==> src/rtl/gsquare_b_pkg.sv <==
// Shared definitions for the unary (stochastic) regeneration kernels.
package gsquare_b_pkg;

    typedef enum logic [1:0] {
        StIdle,
        StWarm,
        StRun
    } kern_state_e;

    function automatic int unsigned mid_scale(input int unsigned bw);
        return 32'd1 << (bw - 1);
    endfunction

endpackage

==> src/rtl/unary_track_cnt.sv <==
// Saturating up/down tracking counter with a random-threshold comparator; regen is a
// bitstream whose density follows the density of in_bit.
module unary_track_cnt
    import gsquare_b_pkg::*;
#(
    parameter int unsigned BW = 6
) (
    input  logic          clk,
    input  logic          rst,
    input  logic          en,
    input  logic          in_bit,
    input  logic [BW-1:0] rand_num,
    output logic          regen
);

    logic [BW-1:0] cnt_q, cnt_d;

    assign regen = cnt_q > rand_num;

    // Step toward the input only when the regenerated bit disagrees with it.
    always_comb begin
        cnt_d = cnt_q;
        if (en) begin
            if (in_bit && !regen && cnt_q != '1) begin
                cnt_d = cnt_q + BW'(1);
            end else if (!in_bit && regen && cnt_q != '0) begin
                cnt_d = cnt_q - BW'(1);
            end
        end
    end

    always_ff @(posedge clk) begin
        if (rst) begin
            cnt_q <= BW'(mid_scale(BW));
        end else begin
            cnt_q <= cnt_d;
        end
    end

endmodule

==> src/rtl/gsquare_b.sv <==
// Unary squaring kernel: out density = P(in)^2 by ANDing in with a regenerated copy.
// Define GSQUARE_B_ACC_EN to add the acc_out/acc_vld window decoder on the output stream.
module gsquare_b
    import gsquare_b_pkg::*;
#(
    parameter int unsigned BW       = 6,
    parameter int unsigned WARM_CYC = 16
) (
    input  logic          clk,
    input  logic          rst,
    input  logic          en,
    input  logic [BW-1:0] randNum,
    input  logic          in,
    output logic          out,
    output logic          warm
`ifdef GSQUARE_B_ACC_EN
    ,
    output logic [BW:0]   acc_out,
    output logic          acc_vld
`endif
);

    kern_state_e   state_q, state_d;
    logic [BW-1:0] warm_cnt_q, warm_cnt_d;
    logic          out_q, out_d;
    logic          regen;

    unary_track_cnt #(
        .BW (BW)
    ) u_cnt (
        .clk      (clk),
        .rst      (rst),
        .en       (en),
        .in_bit   (in),
        .rand_num (randNum),
        .regen    (regen)
    );

    always_comb begin
        state_d    = state_q;
        warm_cnt_d = warm_cnt_q;
        out_d      = 1'b0;
        if (en) begin
            unique case (state_q)
                StIdle: begin
                    warm_cnt_d = '0;
                    state_d    = (WARM_CYC == 0) ? StRun : StWarm;
                end
                StWarm: begin
                    if (warm_cnt_q == BW'(WARM_CYC - 1)) begin
                        state_d = StRun;
                    end else begin
                        warm_cnt_d = warm_cnt_q + BW'(1);
                    end
                end
                StRun:   out_d   = in & regen;
                default: state_d = StIdle;
            endcase
        end
    end

    always_ff @(posedge clk) begin
        if (rst) begin
            state_q    <= StIdle;
            warm_cnt_q <= '0;
            out_q      <= 1'b0;
        end else begin
            state_q    <= state_d;
            warm_cnt_q <= warm_cnt_d;
            out_q      <= out_d;
        end
    end

    assign out  = out_q;
    assign warm = (state_q == StWarm);

`ifdef GSQUARE_B_ACC_EN
    localparam int unsigned AW = BW + 1;

    logic [BW-1:0] win_q;
    logic [AW-1:0] acc_cnt_q;

    // Window advances only on enabled RUN cycles; the closing cycle's bit is included.
    always_ff @(posedge clk) begin
        if (rst) begin
            win_q     <= '0;
            acc_cnt_q <= '0;
            acc_out   <= '0;
            acc_vld   <= 1'b0;
        end else begin
            acc_vld <= 1'b0;
            if (en && state_q == StRun) begin
                win_q <= win_q + BW'(1);
                if (win_q == '1) begin
                    acc_out   <= acc_cnt_q + AW'(out_d);
                    acc_cnt_q <= '0;
                    acc_vld   <= 1'b1;
                end else begin
                    acc_cnt_q <= acc_cnt_q + AW'(out_d);
                end
            end
        end
    end
`endif

endmodule

==> config.mk <==
export PLATFORM = sky130hd
export DESIGN_NAME = gsquare_b
export DESIGN_NICKNAME = d
export VERILOG_FILES = /design/src/rtl/gsquare_b_pkg.sv /design/src/rtl/unary_track_cnt.sv /design/src/rtl/gsquare_b.sv
export SDC_FILE = /design/constraint.sdc
export NUM_CORES = 1
export LEC_CHECK = 0
export CAP_MARGIN = 30
export CORE_MARGIN = 2
export CORE_UTILIZATION = 55
export DETAILED_ROUTE_END_ITERATION = 10
export PLACE_DENSITY_LB_ADDON = 0.2
export RECOVER_POWER = 50
export SLEW_MARGIN = 25
export SYNTH_ARGS = -nofsm -noshare
export SYNTH_HDL_FRONTEND = slang
export SYNTH_SLANG_ARGS = --single-unit
==> constraint.sdc <==
create_clock -name clk -period 4.73 [get_ports clk]
set_clock_uncertainty 0.2 [all_clocks]
set_input_delay 0.473 -clock clk [delete_from_list [all_inputs] [get_ports clk]]
set_output_delay 0.473 -clock clk [all_outputs]
set_load 0.02 [all_outputs]
==> impl_metrics.toml <==
[finish]
final_common_cell = "dfxtp_1"
fillers = 151
area_delta_synth_final_pct = 15.0
stdcell_count = 157
drive_gt1_frac = 0.0985
fin_util = 0.687
layout_common_cells = "dfxtp_1, a21oi_1, ha_1, nor2_1"
fin_nets = 155
postLayoutCellArea_um2 = 1200
num_antenna_cells = 0

[floorplanning]
die_w_um = 47.5
std_cell_rows = 15
die_y_um = 47.5
core-area_um2 = 1750
ios = 12
start_util = 0.597
die_area_um2 = 2260

[detailed_routing]
drtAntennaViolNets = 0
drt-initial-drc-count = 14
drcViolationCount = 0
vias_per_cell = 5.76
drt-wirelength-per-cell_um = 12.9
wirelength_um = 2020
vias = 904
first_pass_iters = 4

[pwr]
leakage_uw = 0.000496
power.density_nw_per_um2 = 297
vdd_drop_max_v = 0.000185

[clock_tree]
cts_tree = "done"
postCtsSetupRepairBufs = 0
clk_latency_ns = 0.30
clkTransAtPathRegs_ns = 0.09
ctsHoldBuffers = 0
clkSinkCount = 15
clockRootBuffer = "clkbuf_4"
htree_levels = 1
numCtsBuffers = 3
clockBufferDepth = 2
cts_resized = 0

[min_path]
hold_depth = 2
hold_path_class = "reg -> reg"
min_from = "warm_cnt_q[4]"
min_to = "warm_cnt_q[4]"

[sta]
final.setup.tns_ns = 0
finalSetupViolations = 0
period_minus_slack_ns = 3.76
fin_crit_sh = 0.795
timing.fmax_mhz = 266
drv_slew = 0
hold_viol = 0
rsz0062_at_grt = "false"
fin_ws_ns = 0.969
slew_headroom = 0.684
worstMarginPinSlew_ns = 0.470

[worst_setup_path]
regToRegSetupSlack_ns = 1.21
path_common_cell = "ha_1"
path_cells = "clkdlybuf4s50_1 -> inv_1 -> ha_1 -> a211oi_2 -> nor2_1 -> o32ai_4 -> nand2_1 -> ha_1 -> o21ai_0 -> o21bai_1 -> a211oi_1 -> nand3b_1 -> nand3_1 -> or3b_1"
required_ns = 4.71
arrival_ns = 3.74
crit_path_end_kind = "register"
critPathTopFamily = "compound AO/OA/AOI/OAI gates"
startpoint_type = "primary input"
r2r-start = "u_cnt.cnt_q[3]"
critPathMaxFanout = 6
crit_type = "in -> reg"
timing.critical_path.buf_inv = 2
cp_slowest_cell = "clkdlybuf4s50_1"
worstReg2RegEnd = "u_cnt.cnt_q[5]"
cpPeakStageDelay_ns = 0.45
r2r_cells = 12

[place]
dpl-instance-area_um2 = 1170
gp_congestion = 0.812
portBuffers = 11
hpwlAfterDp_um = 1580
dp_slack_ns = 0.660
dp_cells = 153

[synth]
synth_edf_count = 0
synth_seq_cells = 15
yosys_most_used_dff = "dfxtp_1"
synth-async-reset-ratio = 0
syn_inst = 120
synth-seq-area-share = 0.288
yosys-top-cells-area = "dfxtp_1, ha_1, a21oi_1, nor2_1, o21ai_0"
synth_cell_type_count = 37
yosysWarningCount = 0
synth_top_area_frac = 0.288
synth.cell_area_um2 = 1040
synth_nets = 142
synth_top_area_cell = "dfxtp_1"
syn_avg_cell_area_um2 = 8.69

[global_routing]
grt_usage = 0.219
grt_max_degree = 13
grt_pass1_wl_um = 3530
grt_pass1_vias = 878
grt_overflow = 0
antenna_found_initial = 0

[flow_run]
maxCapViolCount = 0

[status]
outcome = "completed"
-- cells by family after synthesis --
family          synth area share
simple gates               0.182
compound gates             0.258
flops                      0.288
fa+ha+maj                  0.151
buf+inv                   0.0432
xor+xnor                  0.0420
mux                       0.0348
-- report_power, final --
part	total (µW)	switching, µW	internal (µW)
combinational	128	64.5	63.6
clock	78.0	45.8	32.2
sequential	149	14.6	135
total	355	125	231
-- cell type report --
type                            instances  area, µm²  area share
Multi-Input combinational cell         94        697       0.581
Clock inverter                          1       7.51     0.00626
Clock buffer                            3       22.5      0.0188
Tap cell                               25       31.3      0.0261
Timing Repair Buffer                   11        110      0.0919
Inverter                                8       30.0      0.0251
Sequential cell                        15        300       0.251
-- routing by layer --
metal	wire (µm)	vias up	track usage
met2	958	17	0.368
li1	-	461	-
met3	105	0	0.0792
met1	958	426	0.273
met4	0	0	0.0432
met5	0	-	0
-- state kept, by name, indices dropped and copies added (netlist names) --
| name | cells |
|---|---|
| warm_cnt_q | 6 |
| state_q | 2 |
| u_cnt.cnt_q | 6 |
| out | 1 |
-- worst max path at each step --
stage / startpoint / to / depth (start not counted)
CTS: randNum[3] / u_cnt.cnt_q[5] / 14
finish: randNum[3] / u_cnt.cnt_q[5] / 14
floorplan: randNum[3] / u_cnt.cnt_q[5] / 13
global route: randNum[3] / u_cnt.cnt_q[5] / 14
global placement: randNum[3] / u_cnt.cnt_q[5] / 14
detailed placement: randNum[3] / u_cnt.cnt_q[5] / 14
-- worst min-delay path: cells and delay by family (launching register included) --
family	cells	cell delay, ns
AOI/OAI and AO/OA	2	0.14
DFF	1	0.34
-- through the flow --
stage	total power [µW]	hold slack (ns)
final	355	0.322
after global routing	380	0.347
after CTS	356	0.324
after detailed placement	280	0.307
after global placement	275	0.291
after floorplan	250	0.266
-- synth_stat cells, types with 2 or more instances --
library cell / n
a211oi_2: 2
a21o_1: 3
a21oi_1: 11
a21oi_2: 2
a22oi_1: 2
clkbuf_1: 2
dfxtp_1: 15
ha_1: 11
inv_1: 8
nand2_1: 8
nand2b_1: 2
nand3_1: 6
nand4_1: 4
nor2_1: 10
nor4_1: 2
o21ai_0: 7
o21bai_1: 2
xnor2_1: 2
xor2_1: 3
(Power assumes the default switching activity.)
